## src/rtl/mem_port_arbiter_if.sv

```systemverilog
// Bus bundle between the RV32I datapath ports, the arbiter and the shared memory port.
interface mem_port_arbiter_if;
  // Instruction-fetch port
  logic        inst_read;
  logic [31:0] inst_addr;
  logic        inst_resp;
  logic [31:0] inst_rdata;

  // Data (load/store) port
  logic        data_read;
  logic        data_write;
  logic [3:0]  data_mbe;
  logic [31:0] data_addr;
  logic [31:0] data_wdata;
  logic        data_resp;
  logic [31:0] data_rdata;

  // Shared memory port
  logic        mem_read;
  logic        mem_write;
  logic [3:0]  mem_mbe;
  logic [31:0] mem_addr;
  logic [31:0] mem_wdata;
  logic        mem_resp;
  logic [31:0] mem_rdata;

  // Arbiter view
  modport slave (
    input  inst_read, inst_addr,
    input  data_read, data_write, data_mbe, data_addr, data_wdata,
    input  mem_resp, mem_rdata,
    output inst_resp, inst_rdata,
    output data_resp, data_rdata,
    output mem_read, mem_write, mem_mbe, mem_addr, mem_wdata
  );

  // Environment view: upstream requesters plus the memory
  modport master (
    output inst_read, inst_addr,
    output data_read, data_write, data_mbe, data_addr, data_wdata,
    output mem_resp, mem_rdata,
    input  inst_resp, inst_rdata,
    input  data_resp, data_rdata,
    input  mem_read, mem_write, mem_mbe, mem_addr, mem_wdata
  );
endinterface

```

## src/rtl/mem_port_arbiter.sv

```systemverilog
// Merges instruction-fetch and data ports onto one word-wide memory port.
// Data has priority; a starvation counter forces a fetch grant after
// STARVE_LIMIT consecutive data grants taken while a fetch was waiting.
module mem_port_arbiter #(
  parameter int unsigned STARVE_LIMIT = 4,
  parameter int unsigned CNT_W        = 4
) (
  input logic               clk,
  input logic               rst,
  mem_port_arbiter_if.slave bus
);

  localparam logic [CNT_W-1:0] LIMIT = CNT_W'(STARVE_LIMIT);

  typedef enum logic [1:0] {
    IDLE    = 2'd0,
    SERVE_I = 2'd1,
    SERVE_D = 2'd2
  } state_t;

  state_t           state;
  logic [CNT_W-1:0] starve_cnt;
  logic             d_req;
  logic             i_req;
  logic             grant_i;
  logic             grant_d;

  // Arbitration terms, only acted upon while IDLE
  assign d_req   = bus.data_read | bus.data_write;
  assign i_req   = bus.inst_read;
  assign grant_i = i_req & (~d_req | (starve_cnt >= LIMIT));
  assign grant_d = d_req & ~grant_i;

  // Completion pulses are gated by the port currently being served
  assign bus.inst_resp  = (state == SERVE_I) & bus.mem_resp;
  assign bus.data_resp  = (state == SERVE_D) & bus.mem_resp;
  assign bus.inst_rdata = bus.mem_rdata;
  assign bus.data_rdata = bus.mem_rdata;

  // Arbiter FSM: grant capture, hold until mem_resp, starvation tracking
  always_ff @(posedge clk) begin
    if (!rst) begin
      state         <= IDLE;
      starve_cnt    <= '0;
      bus.mem_read  <= 1'b0;
      bus.mem_write <= 1'b0;
      bus.mem_mbe   <= '0;
      bus.mem_addr  <= '0;
      bus.mem_wdata <= '0;
    end else begin
      case (state)
        IDLE: begin
          if (!bus.inst_read) begin
            starve_cnt <= '0;
          end
          if (grant_i) begin
            state         <= SERVE_I;
            bus.mem_read  <= 1'b1;
            bus.mem_write <= 1'b0;
            bus.mem_mbe   <= 4'b1111;
            bus.mem_addr  <= bus.inst_addr;
            bus.mem_wdata <= '0;
          end else if (grant_d) begin
            // A store wins when both read and write are requested
            state         <= SERVE_D;
            bus.mem_read  <= bus.data_read & ~bus.data_write;
            bus.mem_write <= bus.data_write;
            bus.mem_mbe   <= bus.data_mbe;
            bus.mem_addr  <= bus.data_addr;
            bus.mem_wdata <= bus.data_wdata;
          end
        end
        SERVE_I: begin
          if (bus.mem_resp) begin
            state         <= IDLE;
            bus.mem_read  <= 1'b0;
            bus.mem_write <= 1'b0;
            starve_cnt    <= '0;
          end
        end
        SERVE_D: begin
          if (bus.mem_resp) begin
            state         <= IDLE;
            bus.mem_read  <= 1'b0;
            bus.mem_write <= 1'b0;
            if (bus.inst_read && (starve_cnt < LIMIT)) begin
              starve_cnt <= starve_cnt + CNT_W'(1);
            end
          end
        end
        default: begin
          state <= IDLE;
        end
      endcase
    end
  end

endmodule

```

## src/flat_wrapper.sv

```systemverilog
// flat-port wrapper written by rule: the top's interface ports become plain ports
module mem_port_arbiter_flat 
#(
  parameter int unsigned STARVE_LIMIT = 4,
  parameter int unsigned CNT_W        = 4
)
  (clk, rst, bus_inst_read, bus_inst_addr, bus_data_read, bus_data_write, bus_data_mbe, bus_data_addr, bus_data_wdata, bus_mem_resp, bus_mem_rdata, bus_inst_resp, bus_inst_rdata, bus_data_resp, bus_data_rdata, bus_mem_read, bus_mem_write, bus_mem_mbe, bus_mem_addr, bus_mem_wdata);
  mem_port_arbiter_if bus_i ();
  input logic clk;
  input logic rst;
  input wire logic [$bits(bus_i.inst_read)-1:0] bus_inst_read;
  input wire logic [$bits(bus_i.inst_addr)-1:0] bus_inst_addr;
  input wire logic [$bits(bus_i.data_read)-1:0] bus_data_read;
  input wire logic [$bits(bus_i.data_write)-1:0] bus_data_write;
  input wire logic [$bits(bus_i.data_mbe)-1:0] bus_data_mbe;
  input wire logic [$bits(bus_i.data_addr)-1:0] bus_data_addr;
  input wire logic [$bits(bus_i.data_wdata)-1:0] bus_data_wdata;
  input wire logic [$bits(bus_i.mem_resp)-1:0] bus_mem_resp;
  input wire logic [$bits(bus_i.mem_rdata)-1:0] bus_mem_rdata;
  output wire logic [$bits(bus_i.inst_resp)-1:0] bus_inst_resp;
  output wire logic [$bits(bus_i.inst_rdata)-1:0] bus_inst_rdata;
  output wire logic [$bits(bus_i.data_resp)-1:0] bus_data_resp;
  output wire logic [$bits(bus_i.data_rdata)-1:0] bus_data_rdata;
  output wire logic [$bits(bus_i.mem_read)-1:0] bus_mem_read;
  output wire logic [$bits(bus_i.mem_write)-1:0] bus_mem_write;
  output wire logic [$bits(bus_i.mem_mbe)-1:0] bus_mem_mbe;
  output wire logic [$bits(bus_i.mem_addr)-1:0] bus_mem_addr;
  output wire logic [$bits(bus_i.mem_wdata)-1:0] bus_mem_wdata;
  assign bus_i.inst_read = bus_inst_read;
  assign bus_i.inst_addr = bus_inst_addr;
  assign bus_i.data_read = bus_data_read;
  assign bus_i.data_write = bus_data_write;
  assign bus_i.data_mbe = bus_data_mbe;
  assign bus_i.data_addr = bus_data_addr;
  assign bus_i.data_wdata = bus_data_wdata;
  assign bus_i.mem_resp = bus_mem_resp;
  assign bus_i.mem_rdata = bus_mem_rdata;
  assign bus_inst_resp = bus_i.inst_resp;
  assign bus_inst_rdata = bus_i.inst_rdata;
  assign bus_data_resp = bus_i.data_resp;
  assign bus_data_rdata = bus_i.data_rdata;
  assign bus_mem_read = bus_i.mem_read;
  assign bus_mem_write = bus_i.mem_write;
  assign bus_mem_mbe = bus_i.mem_mbe;
  assign bus_mem_addr = bus_i.mem_addr;
  assign bus_mem_wdata = bus_i.mem_wdata;
  mem_port_arbiter #(.STARVE_LIMIT(STARVE_LIMIT), .CNT_W(CNT_W)) u_core (.clk(clk), .rst(rst), .bus(bus_i));
endmodule
```

## config.mk

```make
export PLATFORM = sky130hd
export DESIGN_NAME = mem_port_arbiter_flat
export DESIGN_NICKNAME = d
export VERILOG_FILES = /design/src/rtl/mem_port_arbiter_if.sv /design/src/rtl/mem_port_arbiter.sv /design/src/flat_wrapper.sv
export SDC_FILE = /design/constraint.sdc
export NUM_CORES = 1
export LEC_CHECK = 0
export CORE_AREA = 2 2 107 109
export CTS_CLUSTER_DIAMETER = 40
export DETAILED_ROUTE_END_ITERATION = 6
export DIE_AREA = 0 0 109 111
export HOLD_SLACK_MARGIN = 0.12
export PLACE_DENSITY = 0.88
export SKIP_CTS_REPAIR_TIMING = 1
export SLEW_MARGIN = 20
export SYNTH_ARGS = -nofsm -noshare
export SYNTH_HDL_FRONTEND = slang
export SYNTH_SLANG_ARGS = --single-unit
```

## constraint.sdc

```tcl
create_clock -name clk -period 1.9 [get_ports clk]
set_input_delay 0.475 -clock clk [delete_from_list [all_inputs] [get_ports clk]]
set_output_delay 0.475 -clock clk [all_outputs]
set_load 0.02 [all_outputs]
```

Word-level counts from Yosys, hierarchy flattened
Cells that the tools add are included.
W data, S select, Z words.

storage, ports and cells
  output and inout port bits = 136
  latch bits = 0
  ROM bits = 0
  RAM bits = 0
  memories kept = 0
  register bits after elaboration = 76

operators by class
  magnitude comparators = 2
  shift operators = 0
  $mul = 0
  mux-type cells = 22
  $add $sub $neg = 1
  reduce and logical (&&, ||, !) cells = 10
  divide/modulo/power cells = 0
  equality and inequality tests = 8
  bitwise operators = 10

operator list
  kind                   count
  $mux W32               4
  $mux W4                6
  $pmux W4 S3            1
  $ne A2 B2 Y1 const B   4
  $mux W2                3
  $and A1 B1 Y1          5
  $mux W1                5
  $reduce_and A5 Y1      1
  $add A4 B1 Y4 const B  1
  $ge A4 B3 Y1 const B   1
  $lt A4 B3 Y1 const B   1
  $pmux W1 S2            2
  $pmux W2 S2            1
  $reduce_and A2 Y1      2
  $reduce_bool A2 Y1     2
  $ne A3 B1 Y1 const B   1
  $not A1 Y1             3
  $reduce_and A3 Y1      1
  $reduce_bool A3 Y1     1
  $eq A2 B1 Y1 const B   1
  $eq A2 B2 Y1 const B   1
  $logic_not A2 Y1       1
  $ne A2 B1 Y1 const B   1
  $or A1 B1 Y1           2
  other kinds (2)        2

Longest topological paths before layout
  depth after elaboration = 9
  gate-level depth with buffers = 7
  gate-level depth less buffers = 6

Worst setup path before layout
Ideal clock, no wire load.

  kind = input-to-reg
  start point = input bus_inst_read
  end point = register u_core.bus.mem_addr[0]
  required time = 1764 ps
  slack = 436 ps
  cell stages on the path = 6
  arrival time = 1328 ps
  cell sequence = buf_6 o31a_1 buf_6 buf_2 o21ai_0 a31oi_1

between the ends
  longest elaborated chain between the ends = 5
  elaborated cells on any way between the ends = 6
  classes of those cells = mux: 1; bitwise: 3; reduce/logical: 2

RTL lines
  item                                 RTL line                   source
  from (decl)                          flat_wrapper.sv:11         input wire logic [$bits(bus_i.inst_read)-1:0] bus_inst_read;
  $and A1 B1 Y1 (*)                    mem_port_arbiter.sv:31     assign grant_i = i_req & (~d_req | (starve_cnt >= LIMIT));
  $not A1 Y1                           mem_port_arbiter.sv:32     assign grant_d = d_req & ~grant_i;
  $and A1 B1 Y1                        mem_port_arbiter.sv:32
  $reduce_bool A2 Y1 (no source line)  -
  $reduce_and A2 Y1 (no source line)   -
  to (signal assigned)                 mem_port_arbiter.sv:61     bus.mem_addr <= bus.inst_addr;
  to (signal assigned)                 mem_port_arbiter.sv:69     bus.mem_addr <= bus.data_addr;
  to (decl)                            mem_port_arbiter_if.sv:34  output mem_read, mem_write, mem_mbe, mem_addr, mem_wdata

Every way passes the cells marked *; elsewhere a longest branch is shown, timed or not.
A chain may end at the register's enable or synchronous reset.

Final worst setup path
  start point = register u_core.bus.mem_addr[25]
  end point = output bus_mem_addr[25]

RTL lines
  item       RTL line            source
  to (decl)  flat_wrapper.sv:27  output wire logic [$bits(bus_i.mem_addr)-1:0] bus_mem_addr;

No word-level cell between the ends.

==> flow_metrics.py <==
metrics = {
    "die": {
        "rows": 39,
        "die_area_um2": 12100,
        "io_pins": 274,
        "initial_utilization_pct": 32.67,
        "die_w_um": 109,
        "core-area_um2": 11080,
        "die_h_um": 111,
    },
    "min_path": {
        "holdCritStartpoint": "u_core.bus.mem_read",
        "worst_hold_path.num_cells": 2,
        "holdPathEnd": "u_core.bus.mem_read",
        "hold_class": "reg2reg",
    },
    "critical_path": {
        "rrSetupSlack_ns": 0.37,
        "worstSetupPathType": "reg2out",
        "r2r_start": "u_core.state[0]",
        "worstPathArrival_ns": 1.31,
        "max_stage_delay_ns": 0.62,
        "cp_slowest_cell": "clkdlybuf4s50_1",
        "cp.required_ns": 1.42,
        "path_cells": "clkdlybuf4s50_1",
        "worst_setup_path_start_kind": "register",
        "path_buf_inv": 1,
        "critical-path-top-delay-family": "buffers and inverters",
        "crit_path_end_kind": "output port",
        "timing.rr.end": "u_core.bus.mem_addr[12]",
        "path_max_fanout": 2,
        "reg2regPathDepth": 6,
    },
    "grt": {
        "grt_max_degree": 58,
        "grtUsageTotal_pct": 16.46,
        "antenna_found_initial": 0,
        "grt_overflow_total": 0,
        "grt_pass1_wl_um": 15540,
        "first_global_vias": 3395,
    },
    "placement": {
        "hpwl_um": 7356,
        "portBuffers": 177,
        "gp_congestion": 0.8162,
    },
    "logic_synthesis": {
        "ys_types": 29,
        "postSynthCellCount": 456,
        "syn_area_per_cell_um2": 7.935,
        "ys_ff_latch": 76,
        "synth_flop_cell": "dfxtp_1",
        "synth_enable_flop_cells": 0,
        "syn_nets": 599,
        "ys_warn_count": 0,
        "ys_seq_area_share_pct": 42.05,
        "syn_area_um2": 3618,
        "ys_async_sr_fraction_pct": 0,
    },
    "timing": {
        "fin_skew_ns": 0.005582,
        "fin_crit_ns": 1.789,
        "hold_viol_final": 0,
        "fmax_ghz": 0.5588,
        "rsz0062_at_grt": "false",
        "maxSlewHeadroom_pct": 78.21,
        "setup_viol": 0,
        "holdWs_ns": 0.4612,
        "worst_pin_slew_ns": 0.3268,
        "finalCritPeriodShare_pct": 94.18,
        "slew_viol_final": 0,
    },
    "run": {
        "max_cap_violations": 0,
    },
    "pwr": {
        "power_density_nw_per_um2": 911.1,
        "intPower_uw": 3448,
        "p_seq_share_pct": 38.7,
        "p_leak_uw": 0.002053,
        "power.total_uw": 4882,
        "combPwrFrac_pct": 28.9,
        "p_sw_uw": 1434,
        "p_clk_share_pct": 32.4,
        "ir_worst_vdd_mv": 0.4426,
        "swShare_pct": 29.38,
    },
    "route": {
        "drt_iter0_markers": 276,
        "vias": 3431,
        "wl_per_cell_um": 13.90,
        "first_pass_iters": 4,
        "antenna_left": 0,
        "drt_wl_total_um": 9813,
        "drc": 0,
        "vias_per_cell": 4.860,
    },
    "cts": {
        "clk_pin_slew_worst_paths_ns": 0.06,
        "cts_buffers": 9,
        "cts-root-buf": "clkbuf_16",
        "cts_tree": "built",
        "clkSinkCount": 76,
        "htree_levels": 3,
        "clock_path_buffers": 2,
        "insertion_delay_ns": 0.33,
    },
    "status": {
        "status": "finished, final reports clean",
    },
    "cells_and_area": {
        "area_growth_pct": 48.10,
        "finalNetCount": 702,
        "final_layout_size_suffix_gt1_share_pct": 6.217,
        "diodes": 0,
        "fill_cells": 1043,
    },
}
[layer usage]
layer	up-vias	routed length [um]	global-route usage [%]	part of all wire, %
li1	1697	-	-	-
met1	1509	3681	17.70	38
met2	175	4762	27.20	49
met3	50	929	4.762	9.5
met4	0	440	11.54	4.5
met5	-	0	0	0
[cell usage after synthesis (2+ instances only)]
cell      instances  area [um2]
inv_1             3       11.26
ha_1              5       62.56
o22ai_1          34       212.7
dfxtp_1          76        1521
and2_1            2       12.51
nor2b_1           2       12.51
a31oi_1          32       200.2
clkbuf_1         14       52.55
nor2_1            7       26.28
a21oi_1           3       15.01
buf_4            67       503.0
nand3_1           3       15.01
buf_6             6       67.56
nand4_1           2       12.51
o21ai_0          40       200.2
nand2_1         136       510.5
o221a_1           4       45.04
buf_2             9       45.04
[sequential cells by signal, summed over array words and instances (netlist names)]
register,count
u_core.bus.mem_write,1
u_core.bus.mem_mbe,4
u_core.bus.mem_read,1
u_core.bus.mem_wdata,32
u_core.starve_cnt,4
u_core.state,2
u_core.bus.mem_addr,32
[cell type report]
class / instances / area [um2] / share of cell area [%]
repair buffers: 189 / 1952 / 36.42
flip-flops and latches: 76 / 1524 / 28.44
multi-input cells: 280 / 1415 / 26.41
clock buffers: 11 / 252.7 / 4.716
well taps: 143 / 178.9 / 3.339
clock inverters: 4 / 25.02 / 0.4670
inverters: 3 / 11.26 / 0.2101
[cells by family (layout without fill, tap and decap cells)]
group | count (synthesis) | after routing | share of synthesized area, %
AOI/OAI and AO/OA | 119 | 119 | 20.19
adders and majority gates | 5 | 5 | 1.729
buffers and inverters | 100 | 207 | 18.88
DFF | 76 | 76 | 42.05
and+or+nand+nor | 156 | 156 | 17.15
[stage by stage]
stage	instances	TNS [ns]	util, %	setup WS [ns]	area (um2)
after floorplan	456	0	-	0.4357	3618
after global placement	691	-0.9776	45.80	-0.2593	5074
after CTS	706	-0.5812	48.31	-0.3073	5351
after global routing	706	0	48.38	0.04356	5359
final	706	0	48.38	0.1105	5359
after detailed placement	691	-1.644	45.80	-0.2651	5074
[worst max path at each step]
stage | from | to | slack (ns) | cells past startpoint
2_1_floorplan | bus_inst_read | u_core.bus.mem_addr[0] | 0.44 | 6
3_3_place_gp | bus_mem_resp | bus_data_resp | -0.26 | 3
3_5_place_dp | bus_mem_resp | bus_data_resp | -0.27 | 3
4_1_cts | u_core.state[0] | bus_data_resp | -0.31 | 4
5_1_grt | u_core.state[0] | bus_data_resp | 0.04 | 4
6_report | u_core.bus.mem_addr[25] | bus_mem_addr[25] | 0.11 | 1
[power groups by stage]
stage,registers (uW),logic [uW],clock network (uW)
floorplan,2140,671,0
global placement,1910,1380,0
detailed placement,1920,1420,0
CTS,1890,1420,1650
global route,1910,1520,1720
finish,1890,1410,1580
[cells in the final DEF (no fill, tap or decap)]
cell type | synthesis | routed
ha_1 | 5 | 5
clkinv_2 | 0 | 2
nor3_1 | 1 | 1
nand3_1 | 3 | 3
o21a_2 | 1 | 1
o21a_1 | 1 | 1
nand2_1 | 136 | 136
buf_12 | 0 | 7
o21ai_4 | 1 | 1
a211oi_1 | 1 | 1
clkbuf_8 | 0 | 2
nand2b_1 | 1 | 1
or2_4 | 1 | 1
o31a_2 | 0 | 1
dfxtp_2 | 0 | 2
clkbuf_16 | 0 | 9
nand4_1 | 2 | 2
a21oi_1 | 3 | 3
o221a_1 | 4 | 4
o21ai_0 | 40 | 40
nor2_1 | 7 | 7
nand2_4 | 1 | 1
clkinvlp_4 | 0 | 2
nor2b_1 | 2 | 2
a31oi_1 | 32 | 32
o22ai_1 | 34 | 34
buf_4 | 67 | 6
a41oi_1 | 1 | 1
and2_1 | 2 | 2
clkdlybuf4s50_1 | 0 | 174
inv_1 | 3 | 3
dfxtp_1 | 76 | 74
dlymetal6s2s_1 | 0 | 2
No activity file was read; power rests on OpenSTA's default activity.
